===== src/rtl/kaipokrandt_mcu_pkg.sv =====
// Shared constants for the microcontroller core.
// Holds the instruction opcodes, the ALU operation codes consumed by the
// execution FSMs, the decoded instruction classes and the dispatch
// sequencer state encoding.
package kaipokrandt_mcu_pkg;

    // Opcodes, instruction bits [15:12]
    localparam logic [3:0] OP_NOP  = 4'h0;
    localparam logic [3:0] OP_ADD  = 4'h1;
    localparam logic [3:0] OP_SUB  = 4'h2;
    localparam logic [3:0] OP_ADDI = 4'h3;
    localparam logic [3:0] OP_SUBI = 4'h4;
    localparam logic [3:0] OP_HALT = 4'hF;

    // ALU operation codes shared with the execution FSMs
    localparam logic [3:0] ALU_ADD = 4'd0;
    localparam logic [3:0] ALU_SUB = 4'd1;

    // Decoded instruction class
    localparam logic [1:0] CLS_NOP  = 2'd0;
    localparam logic [1:0] CLS_ALU  = 2'd1;
    localparam logic [1:0] CLS_HALT = 2'd2;
    localparam logic [1:0] CLS_ILL  = 2'd3;

    // Dispatch sequencer states
    localparam logic [3:0] ST_IDLE      = 4'd0;
    localparam logic [3:0] ST_FETCH     = 4'd1;
    localparam logic [3:0] ST_WAIT_MEM  = 4'd2;
    localparam logic [3:0] ST_DECODE    = 4'd3;
    localparam logic [3:0] ST_DISPATCH  = 4'd4;
    localparam logic [3:0] ST_WAIT_DONE = 4'd5;
    localparam logic [3:0] ST_ADVANCE   = 4'd6;
    localparam logic [3:0] ST_HALT      = 4'd7;
    localparam logic [3:0] ST_ERROR     = 4'd8;

endpackage


===== src/rtl/kaipokrandt_instr_decode.sv =====
// Combinational instruction decoder.
// Ports:
//   ir      in  16  instruction word
//   cls     out 2   instruction class (CLS_NOP / CLS_ALU / CLS_HALT / CLS_ILL)
//   is_imm  out 1   ALU op takes the immediate operand
//   alu_op  out 4   ALU operation code (0 unless class is ALU)
//   dst     out 4   destination register field [11:8]
//   src     out 4   source register field [7:4]
//   imm     out 8   immediate field [7:0] (overlaps src)
//   illegal out 1   opcode is not defined
module kaipokrandt_instr_decode
    import kaipokrandt_mcu_pkg::*;
(
    input  logic [15:0] ir,
    output logic [1:0]  cls,
    output logic        is_imm,
    output logic [3:0]  alu_op,
    output logic [3:0]  dst,
    output logic [3:0]  src,
    output logic [7:0]  imm,
    output logic        illegal
);

    assign dst = ir[11:8];
    assign src = ir[7:4];
    assign imm = ir[7:0];

    always_comb begin
        cls     = CLS_ILL;
        is_imm  = 1'b0;
        alu_op  = ALU_ADD;
        illegal = 1'b0;
        case (ir[15:12])
            OP_NOP:  cls = CLS_NOP;
            OP_HALT: cls = CLS_HALT;
            OP_ADD: begin
                cls    = CLS_ALU;
                alu_op = ALU_ADD;
            end
            OP_SUB: begin
                cls    = CLS_ALU;
                alu_op = ALU_SUB;
            end
            OP_ADDI: begin
                cls    = CLS_ALU;
                is_imm = 1'b1;
                alu_op = ALU_ADD;
            end
            OP_SUBI: begin
                cls    = CLS_ALU;
                is_imm = 1'b1;
                alu_op = ALU_SUB;
            end
            default: begin
                cls     = CLS_ILL;
                illegal = 1'b1;
            end
        endcase
    end

endmodule


===== src/rtl/kaipokrandt_instr_dispatch.sv =====
// Instruction fetch/dispatch sequencer.
// Fetches 16-bit instructions from synchronous program memory, decodes them,
// issues a one-cycle start to the execution FSMs, waits for their done
// handshake under a watchdog, then advances the PC.
// Ports:
//   clk, reset (async, active-high)
//   run                 level enable, leaves IDLE when high
//   mem_rd, mem_addr    program memory read strobe / address (= pc)
//   mem_rdata           instruction word, valid the cycle after mem_rd
//   start               one-cycle command pulse to execution FSMs
//   dec_alu_rr, dec_alu_imm, uses_imm, alu_op, dst_sel, src_sel, imm_val
//                       decoded command fields, held through DISPATCH/WAIT_DONE
//   exec_busy, exec_done OR of execution FSM busy / done flags
//   halted, err         sticky status until reset
module kaipokrandt_instr_dispatch
    import kaipokrandt_mcu_pkg::*;
#(
    parameter int PC_W    = 8,
    parameter int TIMEOUT = 16
)(
    input  logic            clk,
    input  logic            reset,
    input  logic            run,
    output logic            mem_rd,
    output logic [PC_W-1:0] mem_addr,
    input  logic [15:0]     mem_rdata,
    output logic            start,
    output logic            dec_alu_rr,
    output logic            dec_alu_imm,
    output logic            uses_imm,
    output logic [3:0]      alu_op,
    output logic [3:0]      dst_sel,
    output logic [3:0]      src_sel,
    output logic [7:0]      imm_val,
    input  logic            exec_busy,
    input  logic            exec_done,
    output logic            halted,
    output logic            err
);

    // Counter only needs to reach TIMEOUT-1
    localparam int              CNT_W    = $clog2(TIMEOUT);
    localparam logic [CNT_W-1:0] CNT_LAST = CNT_W'(TIMEOUT - 1);

    logic [3:0]       state_reg, state_next;
    logic [PC_W-1:0]  pc_reg;
    logic [15:0]      ir_reg;
    logic [CNT_W-1:0] wd_cnt_reg;

    logic             dec_alu_rr_reg, dec_alu_imm_reg;
    logic [3:0]       alu_op_reg, dst_sel_reg, src_sel_reg;
    logic [7:0]       imm_val_reg;

    logic [1:0]       d_cls;
    logic             d_is_imm, d_illegal;
    logic [3:0]       d_alu_op, d_dst, d_src;
    logic [7:0]       d_imm;

    kaipokrandt_instr_decode u_decode (
        .ir      (ir_reg),
        .cls     (d_cls),
        .is_imm  (d_is_imm),
        .alu_op  (d_alu_op),
        .dst     (d_dst),
        .src     (d_src),
        .imm     (d_imm),
        .illegal (d_illegal)
    );

    always_comb begin
        state_next = state_reg;
        case (state_reg)
            ST_IDLE:     if (run) state_next = ST_FETCH;
            ST_FETCH:    state_next = ST_WAIT_MEM;
            ST_WAIT_MEM: state_next = ST_DECODE;
            ST_DECODE: begin
                if (d_illegal) begin
                    state_next = ST_ERROR;
                end else begin
                    case (d_cls)
                        CLS_NOP:  state_next = ST_ADVANCE;
                        CLS_HALT: state_next = ST_HALT;
                        CLS_ALU:  state_next = ST_DISPATCH;
                        default:  state_next = ST_ERROR;
                    endcase
                end
            end
            ST_DISPATCH: if (!exec_busy) state_next = ST_WAIT_DONE;
            ST_WAIT_DONE: begin
                if (exec_done)                     state_next = ST_ADVANCE;
                else if (wd_cnt_reg == CNT_LAST)   state_next = ST_ERROR;
            end
            ST_ADVANCE:  state_next = run ? ST_FETCH : ST_IDLE;
            ST_HALT:     state_next = ST_HALT;
            ST_ERROR:    state_next = ST_ERROR;
            default:     state_next = ST_IDLE;
        endcase
    end

    always_ff @(posedge clk or posedge reset) begin
        if (reset) begin
            state_reg  <= ST_IDLE;
            pc_reg     <= '0;
            ir_reg     <= '0;
            wd_cnt_reg <= '0;
        end else begin
            state_reg <= state_next;
            if (state_reg == ST_WAIT_MEM)
                ir_reg <= mem_rdata;
            if (state_reg == ST_ADVANCE)
                pc_reg <= pc_reg + 1'b1;   // wraps modulo 2^PC_W
            // DISPATCH always precedes WAIT_DONE, so clearing there gives
            // index 0 on the first WAIT_DONE cycle.
            if (state_reg == ST_DISPATCH)
                wd_cnt_reg <= '0;
            else if (state_reg == ST_WAIT_DONE && !exec_done && wd_cnt_reg != CNT_LAST)
                wd_cnt_reg <= wd_cnt_reg + 1'b1;
        end
    end

    // Command fields: loaded only for ALU ops leaving DECODE, cleared on
    // entry to ADVANCE/HALT/ERROR, otherwise held.
    always_ff @(posedge clk or posedge reset) begin
        if (reset) begin
            dec_alu_rr_reg  <= 1'b0;
            dec_alu_imm_reg <= 1'b0;
            alu_op_reg      <= '0;
            dst_sel_reg     <= '0;
            src_sel_reg     <= '0;
            imm_val_reg     <= '0;
        end else if (state_reg == ST_DECODE && state_next == ST_DISPATCH) begin
            dec_alu_rr_reg  <= ~d_is_imm;
            dec_alu_imm_reg <= d_is_imm;
            alu_op_reg      <= d_alu_op;
            dst_sel_reg     <= d_dst;
            src_sel_reg     <= d_src;
            imm_val_reg     <= d_imm;
        end else if (state_next == ST_ADVANCE || state_next == ST_HALT
                     || state_next == ST_ERROR) begin
            dec_alu_rr_reg  <= 1'b0;
            dec_alu_imm_reg <= 1'b0;
            alu_op_reg      <= '0;
            dst_sel_reg     <= '0;
            src_sel_reg     <= '0;
            imm_val_reg     <= '0;
        end
    end

    // start is decoded from state so it drops the instant reset asserts;
    // DISPATCH exits right after the issuing cycle, so it cannot repeat.
    assign start       = (state_reg == ST_DISPATCH) && !exec_busy;
    assign mem_rd      = (state_reg == ST_FETCH);
    assign mem_addr    = pc_reg;
    assign halted      = (state_reg == ST_HALT);
    assign err         = (state_reg == ST_ERROR);
    assign dec_alu_rr  = dec_alu_rr_reg;
    assign dec_alu_imm = dec_alu_imm_reg;
    assign uses_imm    = dec_alu_imm_reg;
    assign alu_op      = alu_op_reg;
    assign dst_sel     = dst_sel_reg;
    assign src_sel     = src_sel_reg;
    assign imm_val     = imm_val_reg;

endmodule


===== config.mk =====
export PLATFORM = sky130hd
export DESIGN_NAME = kaipokrandt_instr_dispatch
export DESIGN_NICKNAME = d
export VERILOG_FILES = /design/src/rtl/kaipokrandt_mcu_pkg.sv /design/src/rtl/kaipokrandt_instr_decode.sv /design/src/rtl/kaipokrandt_instr_dispatch.sv
export SDC_FILE = /design/constraint.sdc
export NUM_CORES = 1
export LEC_CHECK = 0
export CAP_MARGIN = 20
export CORE_UTILIZATION = 30
export CTS_BUF_LIST = sky130_fd_sc_hd__clkbuf_16
export CTS_CLUSTER_SIZE = 12
export DETAILED_ROUTE_END_ITERATION = 7
export PLACE_DENSITY_LB_ADDON = 0.3
export SETUP_SLACK_MARGIN = 0.2
export SYNTH_ARGS = -nofsm -noshare
export SYNTH_HDL_FRONTEND = slang
export SYNTH_HIERARCHICAL = 1
export SYNTH_SLANG_ARGS = --single-unit
export TNS_END_PERCENT = 50

===== constraint.sdc =====
create_clock -name clk -period 2 [get_ports clk]
set_clock_uncertainty 0.15 [all_clocks]
set_input_delay 0.3 -clock clk [delete_from_list [all_inputs] [get_ports clk]]
set_output_delay 0.3 -clock clk [all_outputs]
set_load 0.02 [all_outputs]

# Word level (Yosys, flattened, before mapping)
# Index checks and enable logic that the tools add are counted.
[word_totals] register_bits=54 in_bits=21 out_inout_bits=35 wordCells=73
[op_classes] addsub=2 n_eq_ne=21 n_mux=22 n_bitwise=1 n_reduce_logical=17
[op_table] cell="2-to-1 mux 4 bit" count=11
[op_table] cell="case mux 4 bit (9 select lines)" count=1
[op_table] cell="equality test 4 x 3 -> 1 bit (second input constant)" count=8
[op_table] cell="equality test 4 x 2 -> 1 bit (second input constant)" count=4
[op_table] cell="equality test 4 bit (second input constant)" count=4
[op_table] cell="2-to-1 mux 8 bit" count=2
[op_table] cell="case mux 4 bit (3 select lines)" count=1
[op_table] cell="adder 8 x 1 -> 8 bit (second input constant)" count=1
[op_table] cell="equality test 4 x 1 -> 1 bit (second input constant)" count=2
[op_table] cell="logical NOT 4 bit" count=2
[op_table] cell="2-to-1 mux 1 bit" count=6
[op_table] cell="case mux 2 bit (3 select lines)" count=1
[op_table] cell="OR reduction 6 bit" count=1
[op_table] cell="adder 4 x 1 -> 4 bit (second input constant)" count=1
[op_table] cell="logical AND 1 bit" count=4
[op_table] cell="!= test 4 bit (second input constant)" count=1
[op_table] cell="nonzero test 2 bit" count=2
[op_table] cell="OR reduction 2 bit" count=2
[op_table] cell="OR reduction 4 bit" count=1
[op_table] cell="equality test 2 x 1 -> 1 bit (second input constant)" count=1
[op_table] cell="equality test 2 bit (second input constant)" count=1
[op_table] cell="logical NOT 1 bit" count=2
[op_table] cell="logical NOT 2 bit" count=1
[op_table] cell="logical OR 1 bit" count=2
[op_table] cell="NOT 1 bit" count=1

# Longest topological paths before layout
[depth] word_depth=12 mapped_depth=8 depth_no_buf=7

# By module
# The synthesis kept the hierarchy.
[by_module_without_submodules] module="kaipokrandt_instr_dispatch" n_inst=1 cells_per_inst=224 area_per_inst_um2=2503.7 seq_area_each_um2=1351.3
[by_module_without_submodules] module="kaipokrandt_instr_decode" n_inst=1 cells_per_inst=32 area_per_inst_um2=219.0 seq_area_each_um2=0.0

# Worst setup path before layout
# No wires, ideal clock.
[synth_timing] path_type="register to register" startpoint="register ir_reg[13]" endpoint="register dec_alu_rr_reg, in the netlist dec_alu_rr" t_arrival_ps=1831 required_ps=1768 setup_slack_ps=-64 stages_incl_launch_ff=9 n_path_buf=1 path_cell_list="dfrtp_1 > nor4_1 > nor2_1 > a21oi_1 > inv_1 > a21oi_1 > buf_2 > nand4_1 > o22ai_1"
[synth_via] elab_chain_len=11
[synth_lines] element="start, declared" line_no="kaipokrandt_instr_dispatch.sv:47" rtl="logic [15:0] ir_reg;"
[synth_lines] element="start signal, assigned" line_no="kaipokrandt_instr_dispatch.sv:109" rtl="ir_reg <= mem_rdata;"
[synth_lines] element="equality test 4 x 1 -> 1 bit (tied with other cells)" line_no="kaipokrandt_instr_decode.sv:33" rtl="case (ir[15:12])"
[synth_lines] element="OR reduction 4 bit (no line)"
[synth_lines] element="case mux 2 bit (3 select lines) *" line_no="kaipokrandt_instr_decode.sv:33"
[synth_lines] element="via d_cls[0]" line_no="kaipokrandt_instr_dispatch.sv:54" rtl="logic [1:0] d_cls;"
[synth_lines] element="equality test 2 x 1 -> 1 bit (tied with other cells)" line_no="kaipokrandt_instr_dispatch.sv:80" rtl="case (d_cls)"
[synth_lines] element="case mux 4 bit (3 select lines) *" line_no="kaipokrandt_instr_dispatch.sv:80"
[synth_lines] element="2-to-1 mux 4 bit *" line_no="kaipokrandt_instr_dispatch.sv:77" rtl="if (d_illegal) begin"
[synth_lines] element="case mux 4 bit (9 select lines) *" line_no="kaipokrandt_instr_dispatch.sv:72" rtl="case (state_reg)"
[synth_lines] element="equality test 4 x 3 -> 1 bit" line_no="kaipokrandt_instr_dispatch.sv:138" rtl="end else if (state_next == ST_ADVANCE || state_next == ST_HALT"
[synth_lines] element="logical OR 1 bit" line_no="kaipokrandt_instr_dispatch.sv:138"
[synth_lines] element="logical OR 1 bit" line_no="kaipokrandt_instr_dispatch.sv:139" rtl="|| state_next == ST_ERROR) begin"
[synth_lines] element="nonzero test 2 bit (no line)"
[synth_lines] element="end signal, assigned" line_no="kaipokrandt_instr_dispatch.sv:132" rtl="dec_alu_rr_reg <= ~d_is_imm;"
[synth_lines] element="end, declared" line_no="kaipokrandt_instr_dispatch.sv:50" rtl="logic dec_alu_rr_reg, dec_alu_imm_reg;"
# Mark *: on every way through the listed nets, which the timed path passes. The rest lies on a longest branch.
# A chain may end at the register's enable or synchronous reset.

# Final worst setup path
[layout_timing] startpoint="register ir_reg[13]" endpoint="register imm_val_reg[4], in the netlist imm_val[4]"
[layout_via] elab_chain_len=11
[layout_lines] element="equality test 4 x 1 -> 1 bit (tied with other cells)" line_no="kaipokrandt_instr_decode.sv:33"
[layout_lines] element="OR reduction 4 bit (no line)"
[layout_lines] element="case mux 2 bit (3 select lines) *" line_no="kaipokrandt_instr_decode.sv:33"
[layout_lines] element="via d_cls[0]" line_no="kaipokrandt_instr_dispatch.sv:54"
[layout_lines] element="equality test 2 x 1 -> 1 bit (tied with other cells)" line_no="kaipokrandt_instr_dispatch.sv:80"
[layout_lines] element="case mux 4 bit (3 select lines) *" line_no="kaipokrandt_instr_dispatch.sv:80"
[layout_lines] element="2-to-1 mux 4 bit *" line_no="kaipokrandt_instr_dispatch.sv:77"
[layout_lines] element="case mux 4 bit (9 select lines) *" line_no="kaipokrandt_instr_dispatch.sv:72"
[layout_lines] element="equality test 4 x 3 -> 1 bit" line_no="kaipokrandt_instr_dispatch.sv:138"
[layout_lines] element="logical OR 1 bit" line_no="kaipokrandt_instr_dispatch.sv:138"
[layout_lines] element="logical OR 1 bit" line_no="kaipokrandt_instr_dispatch.sv:139"
[layout_lines] element="nonzero test 2 bit (no line)"
[layout_lines] element="end signal, assigned" line_no="kaipokrandt_instr_dispatch.sv:137" rtl="imm_val_reg <= d_imm;"
[layout_lines] element="end, declared" line_no="kaipokrandt_instr_dispatch.sv:52" rtl="logic [7:0] imm_val_reg;"
# Marks and branches as above.

==> out/qor.txt <==
Min Tclk post-route: 2.258 ns
Setup violators final: 23
Antenna viol nets, final: 0
Yosys warning total: 6
FFs w/ async S/R, synth: 1.000
Clk pin slew, worst setup/hold paths: 0.07 ns
CP startpoint kind: register
Top_reg_cell synth: dfrtp_1
Core Area: 8763 µm²
P&R area growth vs syn: 48.02%
CTS tree: built
Max Cap Viol: 0
RSZ-0062 raised after global routing: true
Internal power: 3.626 mW
WL per Instance: 15.49 µm
Util after Layout: 0.4599
Status: finished, violations left
Chip height: 97.27 µm
Final period util: 1.129
Sw Share: 0.3481
Combinational power share: 0.517
Remaining DRCs: 0
Final setup margin: -0.2580 ns
Gr usage total: 0.1431
Reg-to-reg critical path endpoint: imm_val[4]
FF-to-FF Start: ir_reg[13]
Root buf cell: clkbuf_16
Layout Nets: 355
Failing checks: setup timing
Slew Limit Fails: 0
Initial Util: 0.3107
Die width: 97.27 µm
Setup TNS: -4.719 ns
Global placement routability congestion: 0.7457
First-pass GRT wire length: 10.78 mm
Final wirelength: 6.829 mm
Synthesized area: 2723 µm²
Initial DRC count: 63
Clock share of power: 0.177
FF+latch count, synth: 54
Largest cells by area after synthesis: dfrtp_1 50%, buf_4 7.4%, mux2_2 7.0%
Worst Path Max Fanout: 6
Rows: 34
Vias post-DR: 2157
Final Hold Viols: 0
Die ar.: 9460 µm²
Hold Path Class: primary input to async pin
Total power: 5.561 mW
EDFF count, synth: 0
Most common cell after layout, fill and taps aside: dfrtp_1
Avg Inst Size Synth: 10.64 µm²
Syn Inst Count: 256
CP Class: register to register
Register area share after synthesis: 0.4963
R2R setup slack: -0.26 ns
Area leader, netlist: dfrtp_1
Worst setup EP type: register
CTS sink cnt: 54
Arr. time, crit path: 2.33 ns
TritonCTS Buffers: 5
GR Overflow Total: 0
Fraction of layout cells with a size suffix above 1: 0.3273
Initial antenna violation count: 0
Cells on worst reg2reg path: 10
Worst-case vdd ir drop: 0.5414 mV
Post-DP HPWL: 4.216 mm
Switch Pwr: 1.936 mW
Clock Path Buffers: 2
Placed cell count: 415
Via density: 4.891
IO buf count: 55
PD cells: 1380 nW/µm²
Fin Hold WS: 0.2169 ns
Largest net degree at the start of global routing: 55
Non-Filler Instances: 441
Netlist cell types: 42
CP Data Required Time: 2.07 ns
Seq pwr share: 0.306
Vias in the first global route: 2145
Share of the synthesized area in the top cell type: 0.4963
Max reg flops: 16
Pleak: 1.732 nW
Maximum clock frequency: 442.9 MHz
H-tree levels: 2
Most frequent cells in the layout: 50 x dfrtp_1, 48 x clkdlybuf4s50_1, 35 x buf_4
Worst-Skew Late Latency: 0.29 ns
ANT cells: 0
IO Pins: 56
DRT Pass-1 Iters: 4
## final cells by class
type	instances	area [µm²]
Fill cell	805	4733
Inverter	3	11.26
Clock inverter	3	42.54
Tap cell	108	135.1
Sequential cell	54	1356
Multi-Input combinational cell	167	1316
Timing Repair Buffer	101	1044
Clock buffer	5	125.1
## metal layers
metal	GRT usage	up-vias	wire length, µm
met3	0.02662	6	231
met2	0.2335	46	3504
met4	0.04186	0	85
met5	0	-	0
li1	-	1050	-
met1	0.1939	1055	3008
## how the worst max path moves through the flow
stage | startpoint | to | slack [ns] | depth (start not counted)
2_1_floorplan | ir_reg[15] | dec_alu_rr | 0.12 | 8
3_3_place_gp | exec_busy | start | -0.10 | 3
3_5_place_dp | exec_done | alu_op[1] | -0.11 | 7
4_1_cts | ir_reg[12] | imm_val[3] | -0.07 | 10
5_1_grt | ir_reg[13] | alu_op[0] | -0.33 | 10
6_report | ir_reg[13] | imm_val[4] | -0.26 | 10
## through the flow
stage | worst slack, ns | area (µm²)
finish | -0.2580 | 4030
CTS | -0.06960 | 3890
detailed placement | -0.1085 | 3456
global placement | -0.1044 | 3456
floorplan | 0.1217 | 2765
global route | -0.3347 | 4030
## repair_timing
item,CTS,global route
hold buffers,0,0
setup buffers,6,6
gates cloned,4,2
gates resized for setup,60,14
pin swaps,12,19
endpoints found under the setup margin,46,48
## worst max-delay path, cell delays in order (launching register included)
cell,delay (ns)
dfrtp_2,0.44
nor4_2,0.35
nor2_1,0.13
buf_4,0.16
a21oi_4,0.17
inv_2,0.06
a21oi_4,0.19
buf_4,0.16
clkbuf_16,0.14
nand4_1,0.11
o21ai_2,0.12
## cell families (layout without fill, tap and decap cells)
logic type               after synthesis  count (layout)  synth area share
AO/OA/AOI/OAI                         40              40           0.09467
XOR/XNOR                               9               9           0.02895
adder cells (fa/ha/maj)                2               2          0.009190
buffers and inverters                 40             112            0.1016
flip-flops                            54              54            0.4963
multiplexers                          18              18           0.07399
other                                  1               3          0.001377
AND/OR/NAND/NOR                       92              95            0.1939
## cells in the mapped netlist (2+ instances only)
master / count
dfrtp_1: 54
nand2_1: 30
buf_4: 27
nand4_1: 25
o21ai_1: 20
mux2_2: 17
nor2_1: 9
buf_2: 8
a21oi_1: 7
nand3_1: 6
xnor2_1: 5
nor3_1: 4
o21ai_0: 4
xor2_1: 4
inv_1: 3
a211oi_1: 2
buf_6: 2
ha_1: 2
nand2b_1: 2
nor4_1: 2
or3_1: 2
## power groups by stage
stage               registers, mW  clock network [mW]  logic (mW)
detailed placement           1.68                   0        1.97
floorplan                    1.71                   0        1.38
CTS                          1.67                1.01        2.57
global route                 1.74                1.06        3.04
finish                       1.70               0.983        2.88
global placement             1.68                   0        1.92
(Power assumes the default switching activity.)
